[src/rtl/cdc_pkg.sv]
// cdc_pkg: shared constants and types for the team's clock-domain-crossing blocks
package cdc_pkg;
  localparam int SYNC_STAGES_MIN = 2;
  localparam int SYNC_STAGES_MAX = 8;
  typedef enum logic {
    BUF_EMPTY = 1'b0,
    BUF_FULL  = 1'b1
  } buf_state_t;
endpackage

[src/rtl/sync_chain.sv]
// sync_chain: NUM_STAGES-deep single-bit synchronizer with async active-low reset to 0
module sync_chain #(
  parameter int NUM_STAGES = 2
) (
  input  logic CLK,
  input  logic RST_n,
  input  logic d,
  output logic q
);
  (* ASYNC_REG = "TRUE", keep = "true" *) logic [NUM_STAGES-1:0] ff;
  always_ff @(posedge CLK or negedge RST_n)
    if (!RST_n) ff <= '0;
    else        ff <= {ff[NUM_STAGES-2:0], d};
  assign q = ff[NUM_STAGES-1];
endmodule

[src/rtl/data_sync_rx.sv]
// data_sync_rx: toggle req/ack CDC receiver presenting captured words on valid/ready with sticky overrun
module data_sync_rx
  import cdc_pkg::*;
#(
  parameter int NUM_STAGES = 2,
  parameter int BUS_WIDTH  = 8
) (
  input  logic                 CLK,
  input  logic                 RST_n,
  input  logic                 ASYNC_REQ,
  input  logic [BUS_WIDTH-1:0] ASYNC_DATA,
  output logic [BUS_WIDTH-1:0] SYNC_DATA,
  output logic                 SYNC_VALID,
  input  logic                 SYNC_READY,
  output logic                 ACK,
  output logic                 OVERRUN,
  input  logic                 OVERRUN_CLR
);
  if (NUM_STAGES < SYNC_STAGES_MIN || NUM_STAGES > SYNC_STAGES_MAX) begin : g_bad_stages
    $error("data_sync_rx: NUM_STAGES out of range");
  end
  // A REQ level held through release reaches chain_out at edge NUM_STAGES; one more edge lets prev absorb it
  localparam int BLANK = NUM_STAGES + 1;
  localparam int CW    = $clog2(BLANK + 1);
  logic          chain_out, prev, pulse, blanking;
  logic [CW-1:0] cnt;
  buf_state_t    state, state_nxt;
  logic          cap, ack_tg, ovr_set;
  sync_chain #(.NUM_STAGES(NUM_STAGES)) u_req_sync (
    .CLK  (CLK),
    .RST_n(RST_n),
    .d    (ASYNC_REQ),
    .q    (chain_out)
  );
  assign blanking = cnt != CW'(BLANK);
  assign pulse    = !blanking && (chain_out ^ prev);
  always_ff @(posedge CLK or negedge RST_n)
    if (!RST_n) begin
      cnt  <= '0;
      prev <= 1'b0;
    end else begin
      cnt  <= blanking ? cnt + CW'(1) : cnt;
      prev <= chain_out;
    end
  always_ff @(posedge CLK or negedge RST_n)
    if (!RST_n) state <= BUF_EMPTY;
    else        state <= state_nxt;
  always_comb begin
    state_nxt = state;
    cap       = 1'b0;
    ack_tg    = 1'b0;
    ovr_set   = 1'b0;
    if (state == BUF_EMPTY) begin
      cap       = pulse;
      state_nxt = pulse ? BUF_FULL : BUF_EMPTY;
    end else begin
      cap       = pulse && SYNC_READY;
      ack_tg    = SYNC_READY;
      ovr_set   = pulse && !SYNC_READY;
      state_nxt = (SYNC_READY && !pulse) ? BUF_EMPTY : BUF_FULL;
    end
  end
  assign SYNC_VALID = state == BUF_FULL;
  always_ff @(posedge CLK or negedge RST_n)
    if (!RST_n) begin
      SYNC_DATA <= '0;
      ACK       <= 1'b0;
      OVERRUN   <= 1'b0;
    end else begin
      SYNC_DATA <= cap ? ASYNC_DATA : SYNC_DATA;
      ACK       <= ACK ^ ack_tg;
      OVERRUN   <= ovr_set || (OVERRUN && !OVERRUN_CLR);
    end
endmodule

[config.mk]
export PLATFORM = sky130hd
export DESIGN_NAME = data_sync_rx
export DESIGN_NICKNAME = d
export VERILOG_FILES = /design/src/rtl/cdc_pkg.sv /design/src/rtl/sync_chain.sv /design/src/rtl/data_sync_rx.sv
export SDC_FILE = /design/constraint.sdc
export NUM_CORES = 1
export LEC_CHECK = 0
export ABC_AREA = 1
export CORE_ASPECT_RATIO = 0.8
export CORE_UTILIZATION = 35
export DETAILED_ROUTE_END_ITERATION = 10
export PLACE_DENSITY_LB_ADDON = 0.15
export SETUP_SLACK_MARGIN = 0.15
export SLEW_MARGIN = 20
export SYNTH_ARGS = -nofsm -noshare
export SYNTH_HDL_FRONTEND = slang
export SYNTH_SLANG_ARGS = --single-unit
[constraint.sdc]
create_clock -name CLK -period 2.63 [get_ports CLK]
set_input_delay 0.526 -clock CLK [delete_from_list [all_inputs] [get_ports CLK]]
set_output_delay 0.526 -clock CLK [all_outputs]
set_load 0.05 [all_outputs]
=== Word-level counts from Yosys, hierarchy flattened ===
Index checks and enable logic that the tools add are counted.

* Flip-flop bits (word level): 16
* Bits in latches: 0
* Memory bits (writable): 0
* Bits in read-only memories: 0
* Input bits: 13
* Output and inout bits: 11
* Logic and storage cells: 27
* Memories kept: 0

* Add/sub/neg operators: 1
* Multipliers: 0
* Divide/modulo/power cells: 0
* Magnitude comparators: 0
* Equal/unequal tests: 1
* Shift-type cells: 0
* Mux-type cells: 6
* Bitwise gates (word level): 2
* Reductions and logical operators: 10

{| class="wikitable"
|+ Operators with widths
! kind !! number
|-
| 2-to-1 mux 1 bit || 6
|-
| logical AND 1 bit || 5
|-
| zero test 1 bit || 4
|-
| adder 2 x 1 -> 2 bit (second input constant) || 1
|-
| inequality test 2 bit (second input constant) || 1
|-
| bitwise XOR 1 bit || 2
|-
| logical OR 1 bit || 1
|}

=== Longest topological paths before layout ===
* Depth in word-level cells: 7
* Gate-level depth with buffers: 6
* Mapped depth without buffers: 6

=== Hierarchy ===
A second synthesis with hierarchy kept.

* Cells, all modules: 65
* Area, all modules: 640.6 µm²

{| class="wikitable"
|+ By module, submodules not included
! module !! times used !! cells an instance !! area each (µm²) !! sequential area each (µm²)
|-
| data_sync_rx || 1 || 62 || 583.1 || 350.3
|-
| sync_chain || 1 || 3 || 57.6 || 50.0
|}

=== Worst setup path before layout ===
No wires, ideal clock.

* Kind: reg2reg
* Start point: reg state (netlist: SYNC_VALID)
* End point: reg SYNC_DATA[0]
* Library setup time: 0.119 ns
* Arrival: 1.068 ns
* Data required time: 2.511 ns
* Path slack: 1.443 ns
* Cell stages (with the launch flop): 5
* Buffers on the path: 1
* Period minus slack after synthesis: 1.187 ns
* Cell sequence: dfrtp_1 -> nand2_1 -> buf_2 -> nand3_1 -> nand2_1

* Word-level cells in the longest chain between the ends: 1

{| class="wikitable"
|+ RTL lines
! item !! RTL line !! text
|-
| from (decl) || data_sync_rx.sv:27 || <nowiki>buf_state_t state, state_nxt;</nowiki>
|-
| from (signal assigned) || data_sync_rx.sv:47 || <nowiki>else state <= state_nxt;</nowiki>
|-
| 2-to-1 mux 1 bit || data_sync_rx.sv:53 || <nowiki>if (state == BUF_EMPTY) begin</nowiki>
|-
| to (signal assigned) || data_sync_rx.sv:70 || <nowiki>SYNC_DATA <= cap ? ASYNC_DATA : SYNC_DATA;</nowiki>
|-
| to (decl) || data_sync_rx.sv:12 || <nowiki>output logic [BUS_WIDTH-1:0] SYNC_DATA,</nowiki>
|}

No other way between the ends.
A chain may end at the register's enable or synchronous reset.

=== Worst setup path after layout ===
* Start point: reg SYNC_DATA[7]
* End point: out SYNC_DATA[7]

No word-level cell between the ends.

==> results.sh <==
export IMPL_status="completed"
export IMPL_diodes=0
export IMPL_critical_path_slowest_cell="clkdlybuf4s50_1"
export IMPL_ant_nets=0
export IMPL_required_ns=2.10
export IMPL_fin_nets=105
export IMPL_synthesis_area_sq_um=633
export IMPL_rows=13
export IMPL_seq_area_sq_um=400
export IMPL_grt_usage_pct=14.5
export IMPL_preCtsSetupSlack_ns=0.777
export IMPL_die_width_um=49.6
export IMPL_fill_cells=161
export IMPL_htree_levels=1
export IMPL_routed_wl_um=1230
export IMPL_p_leak_nw=0.448
export IMPL_portBuffers=23
export IMPL_insertion_delay_ns=0.28
export IMPL_first_iter_violations=12
export IMPL_final_common_cell="nand2_1"
export IMPL_clk_pin_slew_ns=0.09
export IMPL_clockBufferDepth=2
export IMPL_critPathBufInv=1
export IMPL_worst_pin_slew_ns=0.676
export IMPL_wl_met2_um=553
export IMPL_avgSynthCellArea_sq_um=9.89
export IMPL_crit_start="SYNC_DATA[7]$_DFFE_PN0P_"
export IMPL_syn2layout_area_growth_pct=45.7
export IMPL_top_layer_used="met4"
export IMPL_grt_max_degree=17
export IMPL_tns_ns=0
export IMPL_synthCells=64
export IMPL_start_util_pct=38.2
export IMPL_synth_fp_nets=78
export IMPL_dp_hpwl_um=890
export IMPL_relSlewSlack_pct=54.8
export IMPL_skew_ns=0.00793
export IMPL_wl_met1_um=553
export IMPL_fin_area_sq_um=922
export IMPL_grt_first_pass_wirelength_um=1940
export IMPL_power_density_nw_per_um2=759
export IMPL_setup_viol=0
export IMPL_crit_cells=1
export IMPL_rr_endpoint="SYNC_DATA[1]$_DFFE_PN0P_"
export IMPL_cts_setup_buffers=0
export IMPL_critical_path_max_fanout=2
export IMPL_avgRoutedWirePerCell_um=11.0
export IMPL_cts_tree="done"
export IMPL_cts_made_buffers=3
export IMPL_vias_per_cell=4.79
export IMPL_gp_congestion=0.729
export IMPL_crit_chain="clkdlybuf4s50_1"
export IMPL_holdBufCountCts=0
export IMPL_crit_end="SYNC_DATA[7]"
export IMPL_crit_family="buffers and inverters"
export IMPL_cts_sinks=16
export IMPL_slowest_delay_ns=0.81
export IMPL_layout_cells_most_common_list="nand2_1, clkdlybuf4s50_1, dfrtp_1, nand3_1, inv_1"
export IMPL_antenna_found_initial=0
export IMPL_crit_arrival_ns=1.48
export IMPL_synth_seq_cells=16
export IMPL_drive_gt1_share_pct=8.89
export IMPL_irDropWorstVdd_mv=0.445
export IMPL_crit_type="reg2out"
export IMPL_grt_pass1_vias=435
export IMPL_setup_ws_ns=0.622
export IMPL_ctsResizeCount=0
export IMPL_power_mw=0.700
export IMPL_drc=0
export IMPL_cp_start_kind="flip-flop"
export IMPL_drtPass1Iterations=4
export IMPL_wl_met3_um=113
export IMPL_endpoint_kind="output pin"
export IMPL_multi_input_area_sq_um=209
export IMPL_maxCapViolCount=0
export IMPL_finalHoldViolCount=0
export IMPL_pin_count=24
export IMPL_synth_distinct_cells=13
export IMPL_rsz0062_at_grt="no"
export IMPL_fmax_mhz=498
export IMPL_overflow=0
export IMPL_dieHeight_um=40.0
export IMPL_rr_worst_depth=6
export IMPL_hp_class="reg2reg"
export IMPL_report_final_slew_viol_count=0
export IMPL_dr_total_vias=536
export IMPL_cts_root_buffer="clkbuf_4"
export IMPL_yosysWarnings=0
export IMPL_core_area_sq_um=1660
export IMPL_fin_crit_sh_pct=76.3
export IMPL_rrSetupSlack_ns=1.36
export IMPL_final_min_clock_period_ns=2.01
export IMPL_dieArea_sq_um=1980
export IMPL_regToRegStartpoint="cnt[0]$_DFFE_PN0P_"
export IMPL_placed_cell_area_sq_um=886
export IMPL_fin_util_pct=55.6
export IMPL_yosysSeqAreaShare_pct=63.2
-- power by group --
group	internal (mW)	switching (mW)	total (mW)	leakage, nW
Clock	0.0843	0.0727	0.157	0.0210
Sequential	0.279	0.0205	0.300	0.185
Combinational	0.0861	0.157	0.244	0.241
Total	0.449	0.251	0.700	0.448
-- kinds of logic (layout without fill, tap and decap cells) --
kind of cell    count (synthesis)  after routing  share of synthesized area [%]
compound gates                  2              2                           2.37
fa+ha+maj                       1              1                           1.98
simple gates                   37             37                           25.9
flops                          16             16                           63.2
xor+xnor                        2              2                           2.77
buf+inv                         6             32                           3.75
-- routing by layer --
layer,vias up,GRT usage [%]
met5,-,0
li1,254,-
met1,257,17.1
met2,23,22.6
met4,0,6.43
met3,2,7.58
-- metrics by stage --
| stage | cells | hold slack [ns] |
|---|---|---|
| 3_3_place_gp | 108 | 0.335 |
| 3_5_place_dp | 108 | 0.344 |
| 5_1_grt | 112 | 0.379 |
| 6_report | 112 | 0.360 |
| 4_1_cts | 112 | 0.364 |
| 2_1_floorplan | 64 | 0.230 |
-- sequential cells by signal, summed over array words and instances, names as in the netlist --
register / flops
SYNC_DATA: 8
cnt: 2
u_req_sync.ff: 2
ACK: 1
OVERRUN: 1
SYNC_VALID: 1
prev: 1
-- worst min path at each step --
stage                                           from                         end  depth (start not counted)
after floorplan                                RST_n               ACK$_DFF_PN0_                          0
after global placement    u_req_sync.ff[0]$_DFF_PN0_  u_req_sync.ff[1]$_DFF_PN0_                          0
after detailed placement  u_req_sync.ff[0]$_DFF_PN0_  u_req_sync.ff[1]$_DFF_PN0_                          0
after CTS                 u_req_sync.ff[0]$_DFF_PN0_  u_req_sync.ff[1]$_DFF_PN0_                          0
after global routing      u_req_sync.ff[0]$_DFF_PN0_  u_req_sync.ff[1]$_DFF_PN0_                          0
final                     u_req_sync.ff[0]$_DFF_PN0_  u_req_sync.ff[1]$_DFF_PN0_                          0
-- cells in the mapped netlist --
master | n | area share, %
a21oi_2 | 1 | 1.4
buf_2 | 1 | 0.79
dfrtp_1 | 16 | 63
ha_1 | 1 | 2.0
inv_1 | 4 | 2.4
inv_2 | 1 | 0.59
nand2_1 | 25 | 15
nand3_1 | 9 | 7.1
nand3_2 | 1 | 1.6
nor2_1 | 1 | 0.59
nor2_4 | 1 | 1.8
o22ai_1 | 1 | 0.99
xnor2_1 | 2 | 2.8
-- layout make-up --
| class | instances | share of cell area, % |
|---|---|---|
| multi-input combinational | 42 | 22.7 |
| sequential | 16 | 43.4 |
| timing repair buffer | 23 | 25.0 |
| inverter | 5 | 2.04 |
| tap | 22 | 2.99 |
| clock buffer | 4 | 3.93 |
No activity file was read; power rests on OpenSTA's default activity.
